File: config.mk
export PLATFORM = sky130hd
export DESIGN_NAME = mux_arb_n
export DESIGN_NICKNAME = d
export VERILOG_FILES = /design/src/rtl/mux_arb_pkg.sv /design/src/rtl/rr_arbiter.sv /design/src/rtl/mux_arb_n.sv
export SDC_FILE = /design/constraint.sdc
export NUM_CORES = 1
export LEC_CHECK = 0
export ABC_CLOCK_PERIOD_IN_PS = 4300
export BUFFER_PORTS_ARGS = -buffer_cell sky130_fd_sc_hd__buf_2
export CAP_MARGIN = 40
export CORE_UTILIZATION = 50
export DETAILED_ROUTE_END_ITERATION = 12
export PLACE_DENSITY = 0.88
export SKIP_LAST_GASP = 1
export SLEW_MARGIN = 20
export SYNTH_ARGS = -nofsm -noshare
export SYNTH_HDL_FRONTEND = slang
export SYNTH_SLANG_ARGS = --single-unit
File: constraint.sdc
create_clock -name clk -period 4.3 [get_ports clk]
set_input_delay 0.86 -clock clk [delete_from_list [all_inputs] [get_ports clk]]
set_output_delay 0.86 -clock clk [all_outputs]
set_load 0.01 [all_outputs]
File: src/rtl/mux_arb_pkg.sv
// Shared constants for the N-channel registered arbitrating mux.
// Mode encoding 2'b11 is treated as fixed priority by the top.
package mux_arb_pkg;

   localparam logic [1:0] MODE_DIRECT = 2'b00;
   localparam logic [1:0] MODE_FIXED  = 2'b01;
   localparam logic [1:0] MODE_RR     = 2'b10;

endpackage : mux_arb_pkg

File: src/rtl/rr_arbiter.sv
// Rotating-priority arbiter: first requester found searching from ptr upward, wrapping.
// With ptr tied to zero it degenerates into a lowest-index-first fixed priority arbiter.
module rr_arbiter #(
   parameter  int NUM_CH = 4,
   localparam int SEL_W  = $clog2(NUM_CH)
) (
   input  logic [NUM_CH-1:0] req,
   input  logic [SEL_W-1:0]  ptr,
   output logic [NUM_CH-1:0] grant,
   output logic [SEL_W-1:0]  idx
);

   logic found;

   always_comb begin
      grant = '0;
      idx   = '0;
      found = 1'b0;
      for (int k = 0; k < NUM_CH; k++) begin
         if (!found && req[(int'(ptr) + k) % NUM_CH]) begin
            found = 1'b1;
            idx   = SEL_W'((int'(ptr) + k) % NUM_CH);
            grant[(int'(ptr) + k) % NUM_CH] = 1'b1;
         end
      end
   end

endmodule : rr_arbiter

File: src/rtl/mux_arb_n.sv
// N-channel WIDTH-bit registered mux with valid/ready handshake and run-time selectable
// arbitration (direct select, fixed priority, round-robin); one output register stage.
module mux_arb_n
   import mux_arb_pkg::*;
#(
   parameter  int WIDTH  = 8,
   parameter  int NUM_CH = 4,
   parameter  int CNT_W  = 16,
   localparam int SEL_W  = $clog2(NUM_CH)
) (
   input  logic                      clk,
   input  logic                      rst_n,
   input  logic [1:0]                mode,
   input  logic [SEL_W-1:0]          sel,
   input  logic [NUM_CH*WIDTH-1:0]   in_data,
   input  logic [NUM_CH-1:0]         in_valid,
   output logic [NUM_CH-1:0]         in_ready,
   output logic [WIDTH-1:0]          out_data,
   output logic                      out_valid,
   input  logic                      out_ready,
   output logic [SEL_W-1:0]          out_ch,
   output logic [CNT_W-1:0]          xfer_cnt
);

   logic [WIDTH-1:0]  out_data_q,  out_data_d;
   logic              out_valid_q, out_valid_d;
   logic [SEL_W-1:0]  out_ch_q,    out_ch_d;
   logic [CNT_W-1:0]  xfer_cnt_q,  xfer_cnt_d;
   logic [SEL_W-1:0]  rr_ptr_q,    rr_ptr_d;

   logic [WIDTH-1:0]  lane [NUM_CH];
   logic [NUM_CH-1:0] fix_grant, rr_grant, dir_grant, gnt_vec;
   logic [SEL_W-1:0]  fix_idx, rr_idx, gnt_idx;
   logic              load_en, xfer;

   for (genvar gi = 0; gi < NUM_CH; gi++) begin : g_lane
      assign lane[gi] = in_data[gi*WIDTH +: WIDTH];
   end

   rr_arbiter #(.NUM_CH(NUM_CH)) u_fixed_arb (
      .req   (in_valid),
      .ptr   ('0),
      .grant (fix_grant),
      .idx   (fix_idx)
   );

   rr_arbiter #(.NUM_CH(NUM_CH)) u_rr_arb (
      .req   (in_valid),
      .ptr   (rr_ptr_q),
      .grant (rr_grant),
      .idx   (rr_idx)
   );

   // An out-of-range sel matches no channel, so it grants nothing.
   always_comb begin
      dir_grant = '0;
      for (int i = 0; i < NUM_CH; i++) begin
         dir_grant[i] = in_valid[i] && (sel == SEL_W'(i));
      end
   end

   always_comb begin
      gnt_vec = fix_grant;
      gnt_idx = fix_idx;
      case (mode)
         MODE_DIRECT: begin
            gnt_vec = dir_grant;
            gnt_idx = sel;
         end
         MODE_RR: begin
            gnt_vec = rr_grant;
            gnt_idx = rr_idx;
         end
         default: ;
      endcase
   end

   // Ready is withheld while in reset: a word accepted then would be silently dropped.
   assign load_en  = rst_n && (!out_valid_q || out_ready);
   assign xfer     = load_en && (|gnt_vec);
   assign in_ready = load_en ? gnt_vec : '0;

   always_comb begin
      out_data_d  = out_data_q;
      out_valid_d = out_valid_q;
      out_ch_d    = out_ch_q;
      xfer_cnt_d  = xfer_cnt_q;
      rr_ptr_d    = rr_ptr_q;
      if (xfer) begin
         out_data_d  = lane[gnt_idx];
         out_valid_d = 1'b1;
         out_ch_d    = gnt_idx;
         if (xfer_cnt_q != '1) begin
            xfer_cnt_d = xfer_cnt_q + CNT_W'(1);
         end
         if (mode == MODE_RR) begin
            rr_ptr_d = (gnt_idx == SEL_W'(NUM_CH - 1)) ? '0 : gnt_idx + SEL_W'(1);
         end
      end else if (load_en) begin
         out_valid_d = 1'b0;
      end
   end

   always_ff @(posedge clk) begin
      if (!rst_n) begin
         out_data_q  <= '0;
         out_valid_q <= 1'b0;
         out_ch_q    <= '0;
         xfer_cnt_q  <= '0;
         rr_ptr_q    <= '0;
      end else begin
         out_data_q  <= out_data_d;
         out_valid_q <= out_valid_d;
         out_ch_q    <= out_ch_d;
         xfer_cnt_q  <= xfer_cnt_d;
         rr_ptr_q    <= rr_ptr_d;
      end
   end

   assign out_data  = out_data_q;
   assign out_valid = out_valid_q;
   assign out_ch    = out_ch_q;
   assign xfer_cnt  = xfer_cnt_q;

endmodule : mux_arb_n

; ---- After elaboration in Yosys (flattened, before gate mapping)
; Cells that the tools add are included.
[classes]
magnitude_cmp = 9
n_addsub = 5
reduce_logical = 33
mul = 0
n_mux = 49
bitwise_logic = 7
n_shift = 0
div_mod_pow = 0
eq_ne = 6
[ops]
columns = operator, count
row1 = 4-bit 2-to-1 mux, 6
row2 = 1-bit 2-to-1 mux, 21
row3 = 16-bit by 1-bit adder with 16-bit output (second input constant), 1
row4 = 8-bit binary-select mux with 2-bit select, 1
row5 = 1-bit logical AND, 16
row6 = 2-bit 2-to-1 mux, 8
row7 = 8-bit 2-to-1 mux, 2
row8 = 16-bit inequality test (second input constant), 1
row9 = 3-bit by 4-bit < comparator with 1-bit output (second input constant), 3
row10 = 4-bit bitwise OR, 3
row11 = 3-bit by 1-bit >= comparator with 1-bit output (second input constant), 3
row12 = 1-bit binary-select mux with 2-bit select, 4
row13 = 1-bit demux with 2-bit select, 4
row14 = 2-bit == test (second input constant), 4
row15 = 4-bit case mux with 2 select lines, 1
row16 = 1-bit zero test, 7
row17 = 2-bit OR reduction, 3
row18 = 2-bit by 1-bit adder with 2-bit output (second input constant), 2
row19 = 2-bit adder (second input constant), 2
row20 = 2-bit zero test, 2
row21 = 2-bit case mux with 2 select lines, 1
row22 = 2-bit AND reduction, 2
row23 = 4-bit OR reduction, 1
row24 = 1-bit AND (first input constant), 3
row25 = other kinds (8), 8
[word_totals]
rom_bits = 0
n_memories = 0
ramBits = 0
ff_bits = 29
in_bits = 43
latch_bits = 0
wordCells = 114
output_inout_bits = 31

; ---- Depth between registers and ports, before layout
; Gate-level depths: netlist (run 1).
[logic_depth]
word_depth = 19
depth_mapped = 14
mapped_depth_nobuf = 10

; ---- By module
; Synthesis (run 1) repeated with hierarchy kept, for this count alone.
[unflattened]
cells_unflattened = 307
hier_area_um2 = 2668.8
[by_module_without_submodules]
columns = module, instances, area_per_inst_um2, cells_each, seq_area_each_um2
row1 = mux_arb_n, 1, 1760.4, 196, 580.6
row2 = rr_arbiter at u_fixed_arb, 1, 489.2, 65, 0.0
row3 = rr_arbiter at u_rr_arb, 1, 419.2, 46, 0.0

; ---- Worst setup path before layout (run 1)
; Ideal clock, no wire load.
[synth_timing]
kind = flip-flop to output port
from = reg rr_ptr_q[1]
to = out in_ready[3]
required_ps = 3440
stages_incl_launch_ff = 8
slack_ps = 1112
path_buffers = 1
arrival_time_ps = 2328
cell_sequence = dfxtp_1 buf_2 inv_1 ha_1 or3b_1 a2111oi_2 o311ai_0 a31oi_1
[synth_via]
elab_chain_len = 15
word_cells_on_any_way = 58
classes_between = add/sub (3) / order compare (8) / mux (28) / bitwise (6) / reduce/logical (13)
[synth_rtl]
columns = element, line
row1 = from (decl), mux_arb_n.sv:29  ; logic [SEL_W-1:0] rr_ptr_q, rr_ptr_d;
row2 = from (signal assigned), mux_arb_n.sv:116  ; rr_ptr_q <= rr_ptr_d;
row3 = 2-bit by 1-bit adder with 2-bit output, "rr_arbiter.sv:20, rr_arbiter.sv:23"
row4 = 2-bit OR reduction (no line), --
row5 = 1-bit AND (no line), --
row6 = 3-bit by 4-bit < comparator with 1-bit output (not written as such) / 3-bit by 1-bit >= comparator with 1-bit output (equally long branches), rr_arbiter.sv:23  ; grant[(int'(ptr) + k) % NUM_CH] = 1'b1;
row7 = 1-bit logical AND (not written as such), rr_arbiter.sv:23
row8 = 1-bit 2-to-1 mux (not written as such), rr_arbiter.sv:23
row9 = 1-bit demux with 2-bit select, --
row10 = 4-bit bitwise OR (no line), --
row11 = 4-bit 2-to-1 mux, rr_arbiter.sv:20  ; if (!found && req[(int'(ptr) + k) % NUM_CH]) begin
row12 = 4-bit bitwise OR (no line), --
row13 = 4-bit 2-to-1 mux, rr_arbiter.sv:20
row14 = 4-bit bitwise OR (no line), --
row15 = 4-bit 2-to-1 mux *, rr_arbiter.sv:20
row16 = 4-bit case mux with 2 select lines *, mux_arb_n.sv:65  ; case (mode)
row17 = 4-bit 2-to-1 mux *, mux_arb_n.sv:81  ; assign in_ready = load_en ? gnt_vec : '0;
row18 = to (decl), mux_arb_n.sv:17  ; output logic [NUM_CH-1:0] in_ready,
; Mark *: on every way between the ends. The rest lies on a longest branch, timed or not. The select of a mux whose other input is x is not followed.

; ---- Worst setup path after layout (run 1)
; Same ends and word-level chain as after synthesis.

==> results.md, run 1 <==
- Placed cells: 383
- Final Non-Filler Cells: about 390
- Clock Skew: 0.0134 ns
- GR Util All Layers: around 24%
- Leakage: 1.22 nW
- Peak supply drop: 0.231 mV
- Final setup TNS: 0 ns
- Design Area, Final: around 2900 µm²
- Area after DPL: 2750 µm²
- Yosys top cell area share: about a quarter
- Final setup viols: 0
- Largest net degree at the start of global routing: 24
- Fin. max-slew vios: 0
- Synth unique cells: 57
- Worst-Margin Slew: 0.666 ns
- Dominant synthesized flop cell: dfxtp_1
- Multi-input logic area: approximately 1700 µm²
- Crit path launch type: flip-flop
- Largest cells by area after synthesis: dfxtp_1 (24%), mux2i_1 (13%), ha_1 (4.7%), mux2_2 (3.8%), nand2_1 (3.4%)
- Starting density of the core: a little over half
- FF+latch count, synth: 29
- Worst path cell trace: inv_1 > ha_1 > or3b_1 > a2111oi_2 > o311ai_0 > a31oi_1 > buf_2
- Die X: 71.3 µm
- H-Tree Depth: 2
- Vias in the first global route: 2228
- DR vias: about 2400
- Slew headroom: between 50% and 60%
- Crit. End Element: output pin
- # rows: 24
- Total gr overflow: 0
- Final period util: between 90 and 100%
- Crit path arrival time: roughly 3.1 ns
- Register area: 581 µm²
- Seq/Total Area, Yosys: 24.2%
- WP data required: 3.44 ns
- CTS tree: done
- Nets: 390
- Drt via density: 6.10
- Port Buffers: 73
- Post-Route WL: 5850 µm
- Worst-case clock buffer depth: 2
- Critical path's slowest cell: dfxtp_1
- Mapped Area: approximately 2400 µm²
- Worst-Skew Late Latency: 0.28 ns
- Ys async rst share: 0%
- Synth Area per Inst: 8.73 µm²
- Clock-pin slew on the worst setup and hold paths: 0.06 ns
- CP max stage delay: around 0.56 ns
- Post-synth top area cell: dfxtp_1
- Pwr dens: 308 nW/µm²
- HPWL after detailed placement: roughly 4400 µm
- Post-route ant nets: 0
- Clock root buffer: clkbuf_8
- Die Height: between 70 and 80 µm
- Ports: 74
- Filler cells: 365
- Antenna cell count: 0
- Post-CTS Hold Buffers: 0
- RD Place Congestion: 0.877
- Synth Net Count: 327
- Initial antenna violation count: 0
- DR pass1 iterations: 8
- DR DRC count: 1
- Core Region: 4470 µm²
- Achievable Freq: 252 MHz
- Outcome: complete, but fails checks
- Post-synth EDFFs: 0
- Final Hold Vio Count: 0
- Worst Hold Class: reg2reg
- DP Worst Slack: just over 0.6 ns
- Synth Warn #: 0
- Area Growth Syn to Fin: 19.3%
- First-pass GRT wire length: 9930 µm
- DRT iter0 DRCs: 280
- Max Cap Viol: 0
- DR WL/cell: 14.9 µm
- Synth Instances: 275
- Most frequent cells in the layout: buf_2 (73), mux2i_1 (32), dfxtp_1 (29), nand2_1 (22), a21oi_1 (14)
- Resized cells post-CTS: 0
- Critical-path maximum fanout: 12
- Crit Path Class: reg2out
- Most common cell after layout, fill and taps aside: buf_2
- Worst reg2reg setup slack: 0.58 ns
- Final setup margin: 0.335 ns
- # Post-CTS Setup Buffers: 0
- Clk sinks: 29
- CTS buffer count: 5
- Violated checks: DRC
- Period minus WS final: 3.97 ns
- Die Area: around 5000 µm²
- Share of layout cells above drive strength 1: 30.7%
- RSZ-0062 raised after global routing: no
-- cell usage after synthesis (3+ instances only) --
master     number
o31ai_1        10
o32ai_1         3
and2_1          5
nand2_1        22
a2111oi_2       3
or3_1           3
nor3_1          3
buf_6           3
clkbuf_1        8
nor2_1          8
o211ai_1        6
buf_2           7
or4_1           5
or3b_1          3
nor2b_1         7
a21boi_0        3
nand3_1         9
o21ai_0         9
mux2i_1        32
nand3b_1        3
nand2b_1        8
inv_1           9
and3_1          5
mux2_2          8
ha_1            9
a21oi_1        14
dfxtp_1        29
-- critical path: cells and delay by family, from the launching register on --
kind | cells | cell delay, ns
AND/OR/NAND/NOR | 1 | 0.40
buffers and inverters | 2 | 0.38
AO/OA/AOI/OAI | 3 | 1.04
flip-flops | 1 | 0.56
adder cells (fa/ha/maj) | 1 | 0.46
-- state kept, by name, indices dropped and copies added, names as in the netlist --
signal / cells
out_data: 8
out_valid: 1
xfer_cnt: 16
out_ch: 2
rr_ptr_q: 2
-- path summary, 6_finish.rpt --
kind,startpoint,to,depth (start not counted)
worst max-delay path,rr_ptr_q[1],in_ready[3],7
worst min-delay path,out_data[1],out_data[1],2
worst max register to register,rr_ptr_q[1],xfer_cnt[9],10
worst min register to register,out_data[1],out_data[1],2
-- per-layer routing --
| metal | up-vias | wire length, µm | global-route usage [%] |
|---|---|---|---|
| li1 | 1165 | - | - |
| met1 | 1109 | 2560 | 30.7 |
| met2 | 96 | 2850 | 41.0 |
| met3 | 14 | 314 | 4.22 |
| met4 | 0 | 127 | 10.0 |
| met5 | - | 0 | 0 |
-- cells by family (layout without fill, tap and decap cells) --
family | after synthesis | count (layout) | synth area share [%]
AND/OR/NAND/NOR | 97 | 97 | 24.1
multiplexers | 42 | 42 | 19.0
XOR/XNOR | 1 | 1 | 0.365
buffers and inverters | 28 | 92 | 5.84
flip-flops | 29 | 29 | 24.2
AO/OA/AOI/OAI | 69 | 69 | 21.8
adder cells (fa/ha/maj) | 9 | 9 | 4.69
-- power by group --
group	leakage, nW	total [W]	internal [W]	switching, W
combinational	0.927	0.000277	0.000121	0.000156
clock	0.0585	0.000290	0.000189	0.000101
sequential	0.237	0.000314	0.000295	0.0000195
total	1.22	0.000881	0.000605	0.000276
-- per-stage QoR --
step	hold WS [ns]	util (%)	power, W
after global placement	0.439	61.0	0.000586
after CTS	0.457	64.0	0.000885
after floorplan	0.479	-	0.000519
after detailed placement	0.447	61.4	0.000595
after global routing	0.485	64.0	0.000932
final	0.455	64.0	0.000881
-- area by class of cell --
| class | count | area share, % |
|---|---|---|
| sequential | 29 | 20.3 |
| multi-input combinational | 218 | 58.7 |
| timing repair buffer | 75 | 13.5 |
| inverter | 9 | 1.18 |
| clock buffer | 7 | 3.02 |
| tap | 52 | 2.27 |
| clock inverter | 1 | 1.05 |
No activity file was read; power rests on OpenSTA's default activity.
==> inputs of run 2 (changes only) <==
--- a/config.mk
+++ b/config.mk
@@ -5,14 +5,15 @@
 export SDC_FILE = /design/constraint.sdc
 export NUM_CORES = 1
 export LEC_CHECK = 0
-export ABC_CLOCK_PERIOD_IN_PS = 4300
+export ABC_CLOCK_PERIOD_IN_PS = 4200
 export BUFFER_PORTS_ARGS = -buffer_cell sky130_fd_sc_hd__buf_2
 export CAP_MARGIN = 40
 export CORE_UTILIZATION = 50
 export DETAILED_ROUTE_END_ITERATION = 12
-export PLACE_DENSITY = 0.88
+export PLACE_DENSITY = 0.87
 export SKIP_LAST_GASP = 1
 export SLEW_MARGIN = 20
 export SYNTH_ARGS = -nofsm -noshare
 export SYNTH_HDL_FRONTEND = slang
+export SYNTH_HIERARCHICAL = 1
 export SYNTH_SLANG_ARGS = --single-unit
==> constraint.sdc (replaced) <==
create_clock -name clk -period 4.2 [get_ports clk]
set_input_delay 0.84 -clock clk [delete_from_list [all_inputs] [get_ports clk]]
set_output_delay 0.84 -clock clk [all_outputs]
set_load 0.01 [all_outputs]
==> results.md, run 2 <==
- Outcome: finished clean (was complete, but fails checks)
- Die Height: 75.1 µm (was 71.3 µm)
- Achievable Freq: 272 MHz
- Period minus WS final: 3.68 ns
- Most common library cells after synthesis: mux2i_1 (45), dfxtp_1 (29), nand2_1 (24), o21ai_0 (16), nor2_1 (15) (was mux2i_1 (32), dfxtp_1 (29), nand2_1 (22), a21oi_1 (14), o31ai_1 (10))
- Clk sinks: 29 (unchanged)
- Clock-pin slew on the worst setup and hold paths: 0.06 ns (about the same)
- # rows: 26 (was 24)
- Crit path launch type: input port (was flip-flop)
- Pwr dens: 291 nW/µm² (was 308 nW/µm²)
- Synth unique cells: 61 (was 57)
- Clock Skew: 0.00461 ns (was 0.0134 ns)
- Post-synth EDFFs: 0 (unchanged)
- Initial antenna violation count: 0 (unchanged)
- Core Region: 5140 µm² (was 4470 µm²)
- CTS tree: done (unchanged)
- First-pass GRT wire length: 10100 µm (was 9930 µm)
- WP data required: 3.36 ns (was 3.44 ns)
- Synth Instances: 307 (was 275)
- Slew headroom: 57.7% (was 55.2%)
- Resized cells post-CTS: 0 (unchanged)
- DR DRC count: 0 (was 1)
- Crit path arrival time: 2.84 ns (was 3.11 ns)
- Area Growth Syn to Fin: 18.4% (was 19.3%)
- Yosys top cell area share: 21.8% (was 24.2%)
- Seq/Total Area, Yosys: 21.8% (was 24.2%)
- Synth Area per Inst: 8.69 µm² (was 8.73 µm²)
- Max FFs per register: 16 (unchanged)
- DRT iter0 DRCs: 225 (was 280)
- Die X: 75.1 µm (was 71.3 µm)
- Crit Path Class: in2out (was reg2out)
- Mapped Area: 2670 µm² (was 2400 µm²)
- Final setup TNS: 0 ns (unchanged)
- Ys async rst share: 0% (unchanged)
- Nets: 435 (was 390)
- Ports: 74 (unchanged)
- # Post-CTS Setup Buffers: 0 (unchanged)
- Worst-Margin Slew: 0.630 ns (was 0.666 ns)
- Crit. End Element: output pin (unchanged)
- Most common cell after layout, fill and taps aside: buf_2 (unchanged)
- Port Buffers: 73 (unchanged)
- Die Area: 5630 µm² (was 5080 µm²)
- Share of layout cells above drive strength 1: 29.1% (was 30.7%)
- Worst reg2reg setup slack: 0.87 ns (was 0.58 ns)
- Worst-Skew Late Latency: 0.28 ns (about the same)
- Post-Route WL: 6380 µm (was 5850 µm)
- Max Cap Viol: 0 (unchanged)
- Dominant synthesized flop cell: dfxtp_1 (unchanged)
- R2r startpoint: rr_ptr_q[1] (unchanged)
- HP Start: out_ch[1] (was out_data[1])
- Hold depth: 2 (unchanged)
- Peak supply drop: 0.202 mV (was 0.231 mV)
- Most frequent cells in the layout: buf_2 (73), mux2i_1 (44), dfxtp_1 (29), nand2_1 (24), o21ai_0 (16) (was buf_2 (73), mux2i_1 (32), dfxtp_1 (29), nand2_1 (22), a21oi_1 (14))
- RSZ-0062 raised after global routing: no (unchanged)
- Vias in the first global route: 2351 (was 2228)
- Critical-path maximum fanout: 19 (was 12)
- Antenna cell count: 0 (unchanged)
- Starting density of the core: 51.9% (was 53.6%)
- Post-CTS Hold Buffers: 0 (unchanged)
- Final Hold Vio Count: 0 (unchanged)
- Worst-case clock buffer depth: 2 (unchanged)
- HPWL after detailed placement: 4790 µm (was 4410 µm)
- Total gr overflow: 0 (unchanged)
- H-Tree Depth: 2 (unchanged)
- Fin. max-slew vios: 0 (unchanged)
- Post-route ant nets: 0 (unchanged)
- Largest cells by area after synthesis: dfxtp_1 (22%), mux2i_1 (17%), ha_1 (5.2%), mux4_2 (5.1%), nand2_1 (3.4%) (was dfxtp_1 (24%), mux2i_1 (13%), ha_1 (4.7%), mux2_2 (3.8%), nand2_1 (3.4%))
- DR vias: 2625 (was 2384)
- Leakage: 1.41 nW (was 1.22 nW)
- Final setup viols: 0 (unchanged)
- Post-synth top area cell: dfxtp_1 (unchanged)
- GR Util All Layers: 23.6% (was 24.3%)
- Worst r2r path cells: 13 (was 10)
- FF+latch count, synth: 29 (unchanged)
- DR pass1 iterations: 5 (was 8)
- CTS buffer count: 5 (unchanged)
- Synth Warn #: 6 (was 0)
- Worst Hold Class: reg2reg (unchanged)
- R2R Path End: xfer_cnt[14] (was xfer_cnt[9])
- Most numerous cell in the Yosys netlist: mux2i_1 (unchanged)
- Final period util: 87.5%
- DR WL/cell: 14.1 µm (was 14.9 µm)
- Worst hold slack: 0.460 ns (was 0.455 ns)
- Worst Hold Path EP: out_ch[1] (was out_data[1])
- RD Place Congestion: 0.903 (was 0.877)
- Clock root buffer: clkbuf_8 (unchanged)
- Drt via density: 5.82 (was 6.10)
- Largest net degree at the start of global routing: 26 (was 24)
-- run 2: changes by cell type after synthesis, moves of 6 or more --
cell,delta
mux2_2,-7
nor2_1,+7
o21ai_0,+7
mux2i_1,+13
clkbuf_1,-6
a22oi_1,+8
nor2b_1,-7
-- run 2: through the flow --
| step | setup WS [ns] | util [%] | instance area (µm²) | power, W | instances |
|---|---|---|---|---|---|
| 2_1_floorplan | 0.878 | - | 2700 | 0.000603 | 314 |
| 3_3_place_gp | 0.569 | 59.8 | 3070 | 0.000678 | 444 |
| 3_5_place_dp | 0.446 | 59.8 | 3070 | 0.000689 | 444 |
| 4_1_cts | 0.525 | 61.5 | 3160 | 0.000920 | 451 |
| 5_1_grt | 0.392 | 61.5 | 3160 | 0.000974 | 451 |
| 6_report | 0.523 | 61.5 | 3160 | 0.000921 | 451 |
-- run 2: worst max-delay path by stage --
stage               cells after the start  slack [ns]   startpoint            to
global route                           10        0.39  in_valid[1]   in_ready[2]
finish                                 10        0.52  in_valid[1]   in_ready[2]
detailed placement                     13        0.45  in_valid[1]  xfer_cnt[14]
CTS                                     9        0.52  in_valid[1]   in_ready[1]
floorplan                              10        0.88  rr_ptr_q[0]   in_ready[2]
global placement                       13        0.57  in_valid[1]   xfer_cnt[9]
-- run 2: area by class of cell --
type / count / area, µm²
inverter: 13 / 48.8
clock buffer: 7 / 86.3
tap: 70 / 87.6
sequential: 29 / 581
multi-input combinational: 253 / 1950
timing repair buffer: 79 / 410
fill: 459 / 1980
-- run 2: logic make-up after synthesis --
| kind of cell | count (synthesis) | share of synthesized area [%] |
|---|---|---|
| AND/OR/NAND/NOR | 95 | 20.3 |
| AO/OA/AOI/OAI | 85 | 22.5 |
| multiplexers | 53 | 23.3 |
| buffers and inverters | 32 | 6.47 |
| flip-flops | 29 | 21.8 |
| adder cells (fa/ha/maj) | 11 | 5.16 |
| other | 1 | 0.141 |
| XOR/XNOR | 1 | 0.328 |
-- run 2: routing by layer --
| layer | wire [µm] | GRT usage [%] |
|---|---|---|
| met1 | 2600 | 26.7 |
| met4 | 140 | 9.64 |
| met5 | 0 | 0 |
| met2 | 3270 | 42.9 |
| met3 | 359 | 5.09 |
-- run 2: critical path: stages --
cell,delay (ns)
buf_2,0.19
mux4_2,0.52
nand2b_4,0.17
nor3_4,0.28
a22oi_1,0.11
o21ai_1,0.09
a21oi_1,0.08
o31a_1,0.15
a211oi_1,0.21
buf_2,0.18
-- run 2: where the power goes --
| group | leakage (nW) | switching (W) | total [W] | internal (W) |
|---|---|---|---|---|
| Combinational | 1.13 | 0.000203 | 0.000374 | 0.000170 |
| Sequential | 0.236 | 0.0000173 | 0.000314 | 0.000296 |
| Clock | 0.0443 | 0.000103 | 0.000233 | 0.000130 |
==> inputs of run 3 (changes only) <==
--- a/config.mk
+++ b/config.mk
@@ -5,12 +5,13 @@
 export SDC_FILE = /design/constraint.sdc
 export NUM_CORES = 1
 export LEC_CHECK = 0
+export ABC_AREA = 1
 export ABC_CLOCK_PERIOD_IN_PS = 4200
 export BUFFER_PORTS_ARGS = -buffer_cell sky130_fd_sc_hd__buf_2
 export CAP_MARGIN = 40
 export CORE_UTILIZATION = 50
 export DETAILED_ROUTE_END_ITERATION = 12
-export PLACE_DENSITY = 0.87
+export PLACE_DENSITY = 0.85
 export SKIP_LAST_GASP = 1
 export SLEW_MARGIN = 20
 export SYNTH_ARGS = -nofsm -noshare
==> results.md, run 3 <==
- Fin. max-slew vios: 0 (unchanged)
- CP startpoint: rr_ptr_q[1] (was in_valid[1])
- Seq/Total Area, Yosys: 18.6% (was 21.8%)
- Area Growth Syn to Fin: 15.0% (was 18.4%)
- Pwr dens: 256 nW/µm² (was 291 nW/µm²)
- Crit path depth: 13 (was 10)
- Yosys top cell area share: 18.6% (was 21.8%)
- Leakage: 1.99 nW (was 1.41 nW)
- Post-Route WL: 7460 µm (was 6380 µm)
- Final period util: 81.9% (was 87.5%)
- DRT iter0 DRCs: 233 (was 225)
- Crit. End Element: output pin (unchanged)
- H-Tree Depth: 2 (unchanged)
- Post-route ant nets: 0 (unchanged)
- Crit Path Class: reg2out (was in2out)
- Die Height: 81.1 µm (was 75.1 µm)
- Ports: 74 (unchanged)
- Post-Route Utilization: 60.0% (was 61.5%)
- Setup crit end: in_ready[2] (unchanged)
- Final setup TNS: 0 ns (unchanged)
- Dominant synthesized flop cell: dfxtp_1 (unchanged)
- Most numerous cell in the Yosys netlist: nand2_1 (was mux2i_1)
- DP Worst Slack: 1.06 ns (was 0.446 ns)
- Most frequent CP cell: nand2_1 (was buf_2)
- WP data required: 3.36 ns (about the same)
- # rows: 28 (was 26)
- Outcome: finished clean (unchanged)
- Clk sinks: 29 (unchanged)
- Post-synth EDFFs: 0 (unchanged)
- Mapped Area: 3130 µm² (was 2670 µm²)
- WP buf/inv: 3 (was 2)
- Worst-Skew Late Latency: 0.29 ns (was 0.28 ns)
- Synth unique cells: 36 (was 61)
- R2r startpoint: rr_ptr_q[1] (unchanged)
- Synth Instances: 537 (was 307)
- Crit path launch type: flip-flop (was input port)
- Final setup margin: 0.762 ns (was 0.523 ns)
- Post-CTS Hold Buffers: 0 (unchanged)
- Worst hold slack: 0.474 ns (was 0.460 ns)
- Core Region: 5990 µm² (was 5140 µm²)
- Total gr overflow: 0 (unchanged)
- DR WL/cell: 10.8 µm (was 14.1 µm)
- Drt via density: 5.12 (was 5.82)
- Port Buffers: 73 (unchanged)
- Critical-path maximum fanout: 7 (was 19)
- Worst path cell trace: bufinv_8 > ha_1 > inv_1 > nand3_1 > nand2_1 > nor2_2 > a21oi_1 > nand3_1 > a21oi_1 > nand2_1 > nand2_1 > nor2_1 > buf_2 (was buf_2 > mux4_2 > nand2b_4 > nor3_4 > a22oi_1 > o21ai_1 > a21oi_1 > o31a_1 > a211oi_1 > buf_2)
- Max FFs per register: 16 (unchanged)
- Vias in the first global route: 3022 (was 2351)
- CP max stage delay: 0.52 ns (about the same)
- Most frequent cells in the layout: nand2_1 (135), nor2_1 (79), inv_1 (76), nand3_1 (75), buf_2 (73) (was buf_2 (73), mux2i_1 (44), dfxtp_1 (29), nand2_1 (24), o21ai_0 (16))
- Crit path arrival time: 2.60 ns (was 2.84 ns)
- Resized cells post-CTS: 0 (unchanged)
- Die Area: 6570 µm² (was 5630 µm²)
- Peak supply drop: 0.171 mV (was 0.202 mV)
- CTS buffer count: 5 (unchanged)
- Post-synth top area cell: dfxtp_1 (unchanged)
- Pwr Total: 0.000921 W (about the same)
- Max Cap Viol: 0 (unchanged)
- Largest net degree at the start of global routing: 34 (was 26)
- Largest cells by area after synthesis: dfxtp_1 (19%), nand2_1 (16%), nand3_1 (12%), nor2_1 (9.5%), inv_1 (9.1%) (was dfxtp_1 (22%), mux2i_1 (17%), ha_1 (5.2%), mux4_2 (5.1%), nand2_1 (3.4%))
- Period minus WS final: 3.44 ns (was 3.68 ns)
- Worst Hold Class: reg2reg (unchanged)
- CTS tree: done (unchanged)
- Achievable Freq: 291 MHz (was 272 MHz)
- First-pass GRT wire length: 12500 µm (was 10100 µm)
- Final Hold Vio Count: 0 (unchanged)
- Clock-pin slew on the worst setup and hold paths: 0.06 ns (about the same)
- Clock Skew: 0.00932 ns (was 0.00461 ns)
- RSZ-0062 raised after global routing: no (unchanged)
- Worst-Margin Slew: 0.798 ns (was 0.630 ns)
- DR pass1 iterations: 6 (was 5)
- Die X: 81.1 µm (was 75.1 µm)
- Initial antenna violation count: 0 (unchanged)
- DR vias: 3542 (was 2625)
- Critical path's slowest cell: dfxtp_1 (was mux4_2)
- CP top delay family: simple AND/OR/NAND/NOR gates (was compound AO/OA/AOI/OAI gates)
- Worst r2r path cells: 19 (was 13)
- GR Util All Layers: 23.4% (was 23.6%)
- R2R Path End: xfer_cnt[9] (was xfer_cnt[14])
- Nets: 671 (was 435)
- Slew headroom: 46.8% (was 57.7%)
- Most common cell after layout, fill and taps aside: nand2_1 (was buf_2)
- Synth Area per Inst: 5.82 µm² (was 8.69 µm²)
- Share of layout cells above drive strength 1: 19.6% (was 29.1%)
- Final setup viols: 0 (unchanged)
- Worst-case clock buffer depth: 2 (unchanged)
- FF+latch count, synth: 29 (unchanged)
- Synth Warn #: 6 (unchanged)
- Worst reg2reg setup slack: 1.00 ns (was 0.87 ns)
- RD Place Congestion: 0.967 (was 0.903)
- # Post-CTS Setup Buffers: 0 (unchanged)
- Antenna cell count: 0 (unchanged)
- HPWL after detailed placement: 5560 µm (was 4790 µm)
- Clock root buffer: clkbuf_8 (unchanged)
- Most common library cells after synthesis: nand2_1 (135), nor2_1 (79), inv_1 (76), nand3_1 (75), dfxtp_1 (29) (was mux2i_1 (45), dfxtp_1 (29), nand2_1 (24), o21ai_0 (16), nor2_1 (15))
- Starting density of the core: 52.2% (was 51.9%)
- Ys async rst share: 0% (unchanged)
- DR DRC count: 0 (unchanged)
## run 3: kinds of logic (layout without fill, tap and decap cells)
group	Yosys count	after routing	share of synthesized area [%]
fa+ha+maj	11	11	4.40
simple gates	337	337	51.1
buf+inv	100	166	15.0
compound gates	57	57	10.2
flops	29	29	18.6
xor+xnor	2	2	0.560
other cells	1	15	0.120
## run 3: worst min-delay path by stage
stage / from / cells after the start / end / slack (ns)
2_1_floorplan: out_ch[0] / 2 / out_ch[0] / 0.50
3_3_place_gp: out_ch[0] / 2 / out_ch[0] / 0.46
3_5_place_dp: out_ch[0] / 2 / out_ch[0] / 0.47
4_1_cts: out_ch[0] / 2 / out_ch[0] / 0.48
5_1_grt: out_ch[0] / 2 / out_ch[0] / 0.52
6_report: out_ch[0] / 2 / out_ch[0] / 0.47
## run 3: power breakdown
group	internal, W	leakage, nW	switching, W
Clock	0.000130	0.0443	0.000104
Sequential	0.000296	0.237	0.0000145
Combinational	0.000132	1.71	0.000245
Total	0.000558	1.99	0.000363
## run 3: metal layers
metal	GRT usage, %	vias up	share of wire [%]
met5	0	-	0
met4	7.68	0	1.0
li1	-	1835	-
met3	3.60	15	6.0
met1	28.4	1545	45
met2	41.8	147	48
## run 3: area by class of cell
| type | instances | area (µm²) |
|---|---|---|
| Multi-Input combinational cell | 422 | 2130 |
| Sequential cell | 29 | 581 |
| Clock buffer | 7 | 86.3 |
| Fill cell | 556 | 2390 |
| Inverter | 86 | 342 |
| Timing Repair Buffer | 73 | 365 |
| Tap cell | 75 | 93.8 |
## run 3: through the flow
stage	area, µm²	std cells
floorplan	3180	551
CTS	3600	692
finish	3600	692
global placement	3510	685
global route	3600	692
detailed placement	3510	685
## run 3: tightest hold or removal path, stage by stage (launching register included)
cell and delay [ns]:
dfxtp_1 0.31, nand3_1 0.07, o21ai_1 0.05
